$ cat src/rtl/bp_me_pkg.sv
// bp_me_pkg: shared constants, config enum and status type for the CCE memory credit tracker.
package bp_me_pkg;

    typedef enum logic [1:0] {
        e_bp_default_cfg,
        e_bp_inv_cfg
    } bp_params_e;

    localparam int mem_credits_default_lp = 8;
    localparam int timeout_default_lp     = 4096;
    localparam int stamp_width_default_lp = 32;
    localparam int outstanding_width_lp   = 16;

    typedef struct packed {
        logic                            timeout;
        logic                            underflow;
        logic [outstanding_width_lp-1:0] outstanding;
    } bp_me_cce_mem_credit_status_s;

    function automatic int cce_mem_msg_width(bp_params_e cfg);
        return (cfg == e_bp_inv_cfg) ? 96 : 128;
    endfunction

endpackage

$ cat src/rtl/bsg_fifo_1r1w_small.sv
// bsg_fifo_1r1w_small: circular timestamp FIFO; the caller guarantees no push when full and no pop when empty.
module bsg_fifo_1r1w_small #(
    parameter int  width_p      = 32,
    parameter int  els_p        = 8,
    localparam int ptr_width_lp = (els_p > 1) ? $clog2(els_p) : 1
) (
    input  logic               clk_i,
    input  logic               reset_n_i,
    input  logic               v_i,
    input  logic [width_p-1:0] data_i,
    input  logic               yumi_i,
    output logic [width_p-1:0] data_o
);

    logic [width_p-1:0]      mem_q [els_p];
    logic [ptr_width_lp-1:0] wptr_q, wptr_d, rptr_q, rptr_d;

    assign data_o = mem_q[rptr_q];

    // Advance each pointer on its own strobe, wrapping at the last slot.
    always_comb begin
        wptr_d = v_i ? ((wptr_q == ptr_width_lp'(els_p - 1)) ? '0 : wptr_q + ptr_width_lp'(1)) : wptr_q;
        rptr_d = yumi_i ? ((rptr_q == ptr_width_lp'(els_p - 1)) ? '0 : rptr_q + ptr_width_lp'(1)) : rptr_q;
    end

    // Pointer registers; reset empties the FIFO.
    always_ff @(posedge clk_i) begin
        if (!reset_n_i) begin
            wptr_q <= '0;
            rptr_q <= '0;
        end else begin
            wptr_q <= wptr_d;
            rptr_q <= rptr_d;
        end
    end

    // Storage needs no reset; only slots behind the write pointer are ever read.
    always_ff @(posedge clk_i) begin
        if (v_i) mem_q[wptr_q] <= data_i;
    end

endmodule

$ cat src/rtl/bp_me_cce_mem_credit_tracker.sv
// bp_me_cce_mem_credit_tracker: credit gate on CCE mem_cmd with response timeout/underflow flags.
// Optional latency/response statistics with BP_ME_CCE_MEM_CREDIT_TRACKER_STATS_EN.
module bp_me_cce_mem_credit_tracker
    import bp_me_pkg::*;
#(
    parameter bp_params_e bp_params_p      = e_bp_inv_cfg,
    parameter int         mem_credits_p    = mem_credits_default_lp,
    parameter int         timeout_p        = timeout_default_lp,
    parameter int         stamp_width_p    = stamp_width_default_lp,
    localparam int        cce_mem_msg_width_lp = cce_mem_msg_width(bp_params_p),
    localparam int        out_width_lp     = $clog2(mem_credits_p + 1)
) (
    input  logic                            clk_i,
    input  logic                            reset_n_i,
    input  logic [cce_mem_msg_width_lp-1:0] mem_cmd_i,
    input  logic                            mem_cmd_v_i,
    output logic                            mem_cmd_ready_o,
    output logic [cce_mem_msg_width_lp-1:0] mem_cmd_o,
    output logic                            mem_cmd_v_o,
    input  logic                            mem_cmd_ready_i,
    input  logic                            mem_resp_v_i,
    input  logic                            mem_resp_yumi_i,
    output logic                            credits_empty_o,
    output logic                            credits_full_o,
    output logic [out_width_lp-1:0]         outstanding_o,
    output logic                            timeout_o,
`ifdef BP_ME_CCE_MEM_CREDIT_TRACKER_STATS_EN
    output logic [stamp_width_p-1:0]        max_latency_o,
    output logic [31:0]                     total_resp_o,
`endif
    output logic                            underflow_o
);

    bp_me_cce_mem_credit_status_s status_q, status_d;
    logic [stamp_width_p-1:0]     counter_q, counter_d, head_stamp, elapsed;
    logic                         has_credit, send, ret, pop;

    // Credit check uses registered state only, so a same-cycle return never frees a send.
    assign has_credit      = status_q.outstanding < outstanding_width_lp'(mem_credits_p);
    assign mem_cmd_o       = mem_cmd_i;
    assign mem_cmd_v_o     = mem_cmd_v_i & has_credit;
    assign mem_cmd_ready_o = mem_cmd_ready_i & has_credit;
    assign send            = mem_cmd_v_i & mem_cmd_ready_o;
    assign ret             = mem_resp_v_i & mem_resp_yumi_i;
    assign pop             = ret & (status_q.outstanding != '0);
    assign elapsed         = counter_q - head_stamp;
    assign credits_empty_o = ~has_credit;
    assign credits_full_o  = (status_q.outstanding == '0);
    assign outstanding_o   = status_q.outstanding[out_width_lp-1:0];
    assign timeout_o       = status_q.timeout;
    assign underflow_o     = status_q.underflow;

    bsg_fifo_1r1w_small #(
        .width_p(stamp_width_p),
        .els_p  (mem_credits_p)
    ) stamp_fifo (
        .clk_i    (clk_i),
        .reset_n_i(reset_n_i),
        .v_i      (send),
        .data_i   (counter_q),
        .yumi_i   (pop),
        .data_o   (head_stamp)
    );

    // Next counter, outstanding count and sticky error flags.
    always_comb begin
        counter_d = counter_q + stamp_width_p'(1);
        status_d = status_q;
        status_d.outstanding = status_q.outstanding + outstanding_width_lp'(send) - outstanding_width_lp'(pop);
        status_d.underflow = status_q.underflow | (ret & ~pop);
        status_d.timeout = status_q.timeout | ((status_q.outstanding != '0) & (elapsed >= stamp_width_p'(timeout_p)));
    end

    // Core state registers; reset drops all in-flight credits.
    always_ff @(posedge clk_i) begin
        if (!reset_n_i) begin
            status_q  <= '0;
            counter_q <= '0;
        end else begin
            status_q  <= status_d;
            counter_q <= counter_d;
        end
    end

`ifdef BP_ME_CCE_MEM_CREDIT_TRACKER_STATS_EN
    logic [stamp_width_p-1:0] max_latency_q, max_latency_d;
    logic [31:0]              total_resp_q, total_resp_d;

    assign max_latency_o = max_latency_q;
    assign total_resp_o  = total_resp_q;

    // Track worst popped latency and a saturating pop count.
    always_comb begin
        max_latency_d = (pop && (elapsed > max_latency_q)) ? elapsed : max_latency_q;
        total_resp_d  = (pop && (total_resp_q != '1)) ? total_resp_q + 32'd1 : total_resp_q;
    end

    // Statistics registers.
    always_ff @(posedge clk_i) begin
        if (!reset_n_i) begin
            max_latency_q <= '0;
            total_resp_q  <= '0;
        end else begin
            max_latency_q <= max_latency_d;
            total_resp_q  <= total_resp_d;
        end
    end
`endif

endmodule

$ cat config.mk
export PLATFORM = sky130hd
export DESIGN_NAME = bp_me_cce_mem_credit_tracker
export DESIGN_NICKNAME = d
export VERILOG_FILES = /design/src/rtl/bp_me_pkg.sv /design/src/rtl/bsg_fifo_1r1w_small.sv /design/src/rtl/bp_me_cce_mem_credit_tracker.sv
export SDC_FILE = /design/constraint.sdc
export NUM_CORES = 1
export LEC_CHECK = 0
export BUFFER_PORTS_ARGS = -buffer_cell sky130_fd_sc_hd__buf_2
export CORE_MARGIN = 3
export CORE_UTILIZATION = 57
export DETAILED_ROUTE_END_ITERATION = 12
export GPL_ROUTABILITY_DRIVEN = 0
export MAX_ROUTING_LAYER = met4
export PLACE_DENSITY = 0.9
export SYNTH_ARGS = -nofsm -noshare
export SYNTH_HDL_FRONTEND = slang
export SYNTH_HIERARCHICAL = 1
export SYNTH_SLANG_ARGS = --single-unit
export TNS_END_PERCENT = 50
$ cat constraint.sdc
create_clock -name clk_i -period 10.27 [get_ports clk_i]
set_clock_uncertainty 0.15 [all_clocks]
set_input_delay 0.5135 -clock clk_i [delete_from_list [all_inputs] [get_ports clk_i]]
set_output_delay 0.5135 -clock clk_i [all_outputs]
set_load 0.03 [all_outputs]
Yosys cells after proc, flatten, opt, wreduce, memory -nomap -nowiden
Memory sizes are Yosys's and may differ from the RTL's. A register that Yosys moved wholly into a read port is not among the register bits.
Index checks and enable logic that the tools add are counted.
{ "totals": {"inputBits": 102, "memories": 1, "reg_bits": 56, "mem_bits_rw": 256, "word_cells": 36, "output_inout_bits": 106} }
{ "classes": {"n_addsub": 6, "reduce_logical": 2, "mux": 6, "magnitude_cmp": 2, "n_bitwise": 11, "eq_ne": 2} }
{ "mem_list": {"columns": ["name", "words", "word_bits", "read_ports", "rd_ports_with_merged_regs", "write_ports", "line", "rtl"], "rows": [
  ["stamp_fifo.mem_q", 8, 32, 1, 1, 1, "bsg_fifo_1r1w_small.sv:15", "logic [width_p-1:0] mem_q [els_p];"]
]} }
{ "ops": {"columns": ["operator", "n"], "rows": [
  ["32-bit by 1-bit adder with 32-bit output, second input constant", 1],
  ["32-bit by 13-bit greater-or-equal comparator with 1-bit output, second input constant", 1],
  ["32-bit subtractor", 1],
  ["16-bit by 1-bit adder with 16-bit output", 1],
  ["16-bit zero test", 1],
  ["16-bit by 4-bit < comparator with 1-bit output, second input constant", 1],
  ["16-bit nonzero test", 1],
  ["16-bit by 1-bit subtractor with 16-bit output", 1],
  ["3-bit 2-to-1 mux", 4],
  ["1-bit bitwise AND", 7],
  ["3-bit by 1-bit adder with 3-bit output, second input constant", 2],
  ["3-bit equality test, second input constant", 2],
  ["1-bit 2-to-1 mux", 2],
  ["1-bit NOT", 2],
  ["1-bit OR", 2]
]} }

Longest topological paths before layout
{ "depth": {"word_depth": 5, "mapped_depth": 22, "mapped_depth_nobuf": 22} }

Cells and area by module
Netlist, hierarchy kept.
{ "by_module_without_submodules": {"columns": ["mod", "cells_each", "area_per_inst_um2", "seq_area_each_um2", "instances"], "rows": [
  ["bsg_fifo_1r1w_small", 410, 10163.5, 7867.5, 1],
  ["bp_me_cce_mem_credit_tracker", 691, 5263.8, 1001.0, 1]
]} }

Least setup slack after synthesis
No wires, ideal clock.
{ "synth_path": {"path_type": "reg2reg", "start": "register status_q[8] (netlist bit)", "end": "register status_q[13] (netlist bit)", "path_buffers": 0, "setup_slack_ps": 5601, "setup_ps": 115, "required_time_ps": 10005, "path_stages_with_launch": 21, "t_arrival_ps": 4404, "synth_period_minus_slack_ps": 4669, "cell_sequence": "dfxtp_1 inv_1 ha_1 and3_1 nand3_1 nor4_1 inv_1 and3_1 ha_1 inv_1 ha_1 a21o_1 a21oi_1 o21bai_1 a31o_2 a41o_1 nor4_1 nor3_1 a221oi_2 xnor2_1 and2_1"} }
{ "synth_via": {"word_cells_on_any_way": 7, "cone_classes": "add/sub (2); order compare (1); bitwise (3); reduce/logical (1)"} }
{ "synth_lines": {"columns": ["item", "line", "rtl"], "rows": [
  ["start: declaration", "bp_me_cce_mem_credit_tracker.sv:34", "bp_me_cce_mem_credit_status_s status_q, status_d;"],
  ["start signal: assignment", "bp_me_cce_mem_credit_tracker.sv:80", "status_q <= status_d;"],
  ["16-bit nonzero test", "bp_me_cce_mem_credit_tracker.sv:45", "assign pop = ret & (status_q.outstanding != '0);"],
  ["1-bit bitwise AND", "bp_me_cce_mem_credit_tracker.sv:45", null],
  ["named net pop", "bp_me_cce_mem_credit_tracker.sv:36", "logic has_credit, send, ret, pop;"],
  ["16-bit by 1-bit subtractor with 16-bit output", "bp_me_cce_mem_credit_tracker.sv:69", "status_d.outstanding = status_q.outstanding + outstanding_width_lp'(send) - outstanding_width_lp'(pop);"]
]} }
The timed path passes the listed nets, and every way through them passes these cells.
A chain may end at the register's enable or synchronous reset.

==> flow_metrics.py <==
metrics = {
    "run_status": {
        "outcome": "completed",
    },
    "placed_design": {
        "placed_cells": 1329,
        "dp_hpwl_um": 18500,
        "port_buffers": 15,
    },
    "synthesis": {
        "synth.cell_area_um2": 15400,
        "postSynthAreaPerCell_um2": 14.0,
        "syn_nets": 1265,
        "yosys_warning_total": 6,
        "prevailing_post_synth_register_cell": "edfxtp_1",
        "syn_inst": 1101,
        "synth_enable_flop_cells": 256,
        "ys_seq_area_frac": 0.575,
        "yosys.cell_types.count": 61,
        "synthArstFlopShare": 0,
        "synth-seq-cells": 315,
    },
    "cells_and_area": {
        "finish.net_count": 1190,
        "total_inserted_antenna_cells": 0,
        "final.fill_count": 1752,
        "layout.cells.non_filler": 1385,
        "share_of_post_route_cells_with_drive_strength_above_1": 0.137,
        "sequential_cell_area_um2": 8870,
        "areaGrowthSynthToFinish_pct": 4.31,
        "multi_input_area_um2": 5410,
    },
    "die": {
        "initial_utilization": 0.585,
        "boundaryPins": 208,
        "row_count": 59,
        "core_um2": 26400,
        "die_w_um": 171,
        "fp.dieArea_um2": 29100,
        "die_h_um": 171,
    },
    "critical_path": {
        "worstPathArrival_ns": 5.61,
        "crit_required_ns": 10.57,
        "crit_chain": "buf_4, mux4_1, mux2_2, inv_1, ha_1, a21oi_1, nand2_1, a221oi_1, o21ai_1, a21oi_1, o32ai_1, a2111oi_0, nand4_1, nor4_1, nor2_1",
        "path_max_fanout": 37,
        "timing.critical_path.from_type": "register",
        "worstSetupPathType": "reg -> reg",
        "critical_path.endpoint_type": "register",
        "worstRegToRegCells": 15,
        "timing.critical_path.slowest_stage_cell": "dfxtp_4",
        "worst_path_most_repeated_cell": "a21oi_1",
        "critPathMaxStageDelay_ns": 0.68,
    },
    "power": {
        "clock_power_share": 0.348,
        "cellPowerDensity_nw_per_um2": 193,
        "switchingPower_uw": 811,
        "cellInternalPower_mw": 2.29,
        "switching_share": 0.262,
        "seq_power_share": 0.464,
        "p_leak_nw": 5.85,
        "worst_ir_drop_vdd_mv": 0.267,
        "design_power_total_mw": 3.10,
        "combPwrFrac": 0.188,
    },
    "global_route": {
        "maximum_number_of_pins_on_one_net_before_global_route_repair": 65,
        "grt_util_all_layers": 0.209,
        "first_pass_grt_wire_length_um": 46800,
        "global_route.overflow_total": 0,
        "via_count_of_the_first_global_routing_pass": 8854,
        "antenna_found_initial": 0,
    },
    "route": {
        "count_of_tritonroute_iterations_in_the_first_routing_pass": 6,
        "detailedRoute.firstIterationViolations": 916,
        "post-route-drc-count": 0,
        "drt-total-wl_um": 29800,
        "drt.antenna.violating_nets": 0,
        "dr_total_vias": 8809,
        "wire_per_inst_um": 21.5,
        "route.detailed.vias_per_inst": 6.36,
    },
    "clocking": {
        "clock_latency_on_the_worst_skew_pair_ns": 0.55,
        "clock_buffers_created_by_tritoncts": 30,
        "cts_num_sinks": 315,
        "cts_tree": "built",
        "clkTransAtPathRegs_ns": 0.07,
        "clockRootBuffer": "clkbuf_16",
        "cts_post_setup_buffers_inserted": 0,
        "htreeDepth": 1,
        "cts_max_path_buffers": 3,
        "hold_buffers": 0,
        "postCtsResizedCells": 0,
    },
    "worst_hold_path": {
        "hp-start": "mem_resp_yumi_i",
        "hold_path_depth": 3,
        "holdCritPathClass": "in -> reg",
    },
    "sta": {
        "worst-slew-pin-transition_ns": 1.25,
        "setup_viol_count_final": 0,
        "tns_ns": 0,
        "rsz0062_at_grt": "no",
        "timing.fmax_mhz": 188,
        "hold_viol_final": 0,
        "worst_hold_slack_ns": 0.0942,
        "layout_min_cycle_time_ns": 5.31,
        "slew_violations": 0,
        "layout_worst_path_cycle_share": 0.517,
        "slew_headroom": 0.162,
    },
    "flow_run": {
        "max_cap_violations": 0,
    },
}
## critical path, delay by kind of cell (launching register included)
kind | cells | cell delay, ns
AOI/OAI and AO/OA | 6 | 1.75
muxes | 2 | 0.90
buffers and inverters | 2 | 0.71
DFF | 1 | 0.68
and+or+nand+nor | 4 | 0.65
adders and majority gates | 1 | 0.31
## power by group through the flow
stage,logic [mW],clock network (mW),registers [mW]
finish,0.583,1.08,1.44
global placement,0.550,0,1.46
floorplan,0.544,0,1.46
global route,0.657,1.14,1.44
CTS,0.581,1.09,1.44
detailed placement,0.574,0,1.47
## cell usage after synthesis (32+ instances only)
cell	count	area share
edfxtp_1	256	0.50
buf_4	100	0.049
inv_1	72	0.018
ha_1	60	0.049
dfxtp_1	59	0.077
mux4_1	40	0.068
nand2_1	38	0.0092
nor2_1	38	0.0092
and2_1	36	0.015
a21oi_1	34	0.011
xnor2_1	33	0.019
mux2_2	32	0.023
## layout make-up
type,instances,area share
clock buffers,41,0.0518
clock inverters,15,0.00816
inverters,72,0.0168
multi-input cells,581,0.336
flip-flops and latches,315,0.551
well taps,335,0.0260
repair buffers,26,0.00980
## stage by stage
stage | utilization | worst slack [ns] | instance area, um2
finish | 0.611 | 4.96 | 16100
floorplan | - | 5.60 | 15400
global route | 0.611 | 4.65 | 16100
detailed placement | 0.574 | 5.14 | 15100
global placement | 0.574 | 5.31 | 15100
CTS | 0.611 | 5.11 | 16100
## routing by layer
metal  routed length, um  GRT usage
met1               11900      0.272
met2               14800      0.345
met3                2280     0.0354
met4                 803     0.0586
met5                   0          -
## cells in the final DEF (no fill, tap or decap), drive strengths merged, types with 10 or more instances in the layout
master / synthesis / layout
nand4: 12 / 12
nand3: 25 / 25
nand2: 38 / 38
nor2: 38 / 38
a21oi: 35 / 35
clkinv: 0 / 10
o21ai: 30 / 30
clkbuf: 15 / 41
a21o: 10 / 10
buf: 118 / 26
xnor2: 33 / 33
or3: 10 / 10
mux4: 64 / 64
and2: 36 / 36
and3: 16 / 16
nor2b: 18 / 18
nand2b: 13 / 13
inv: 72 / 72
ha: 60 / 60
mux2: 32 / 32
dfxtp: 59 / 59
nor3: 15 / 15
edfxtp: 256 / 256
## cells by family (layout without fill, tap and decap cells)
family	after synthesis	count (layout)	share of synthesized area
compound gates	129	129	0.0550
flops	315	315	0.575
fa+ha+maj	62	62	0.0513
xor+xnor	42	42	0.0238
simple gates	244	244	0.0851
mux	104	104	0.132
buf+inv	205	154	0.0783
## sequential cells by signal (all words and copies together) (netlist names), named ones only
register,cells
counter_q,32
outstanding_o,4
stamp_fifo/mem_q,256
stamp_fifo/rptr_q,3
stamp_fifo/wptr_q,3
status_q,12
timeout_o,1
underflow_o,1
## worst paths after layout
path                                    end  slack (ns)
worst max register to register    timeout_o        4.96
worst max-delay path              timeout_o        4.96
worst min-delay path            underflow_o        0.09
worst min register to register  underflow_o        0.34
Note: power is estimated with default switching activity, not from simulation.
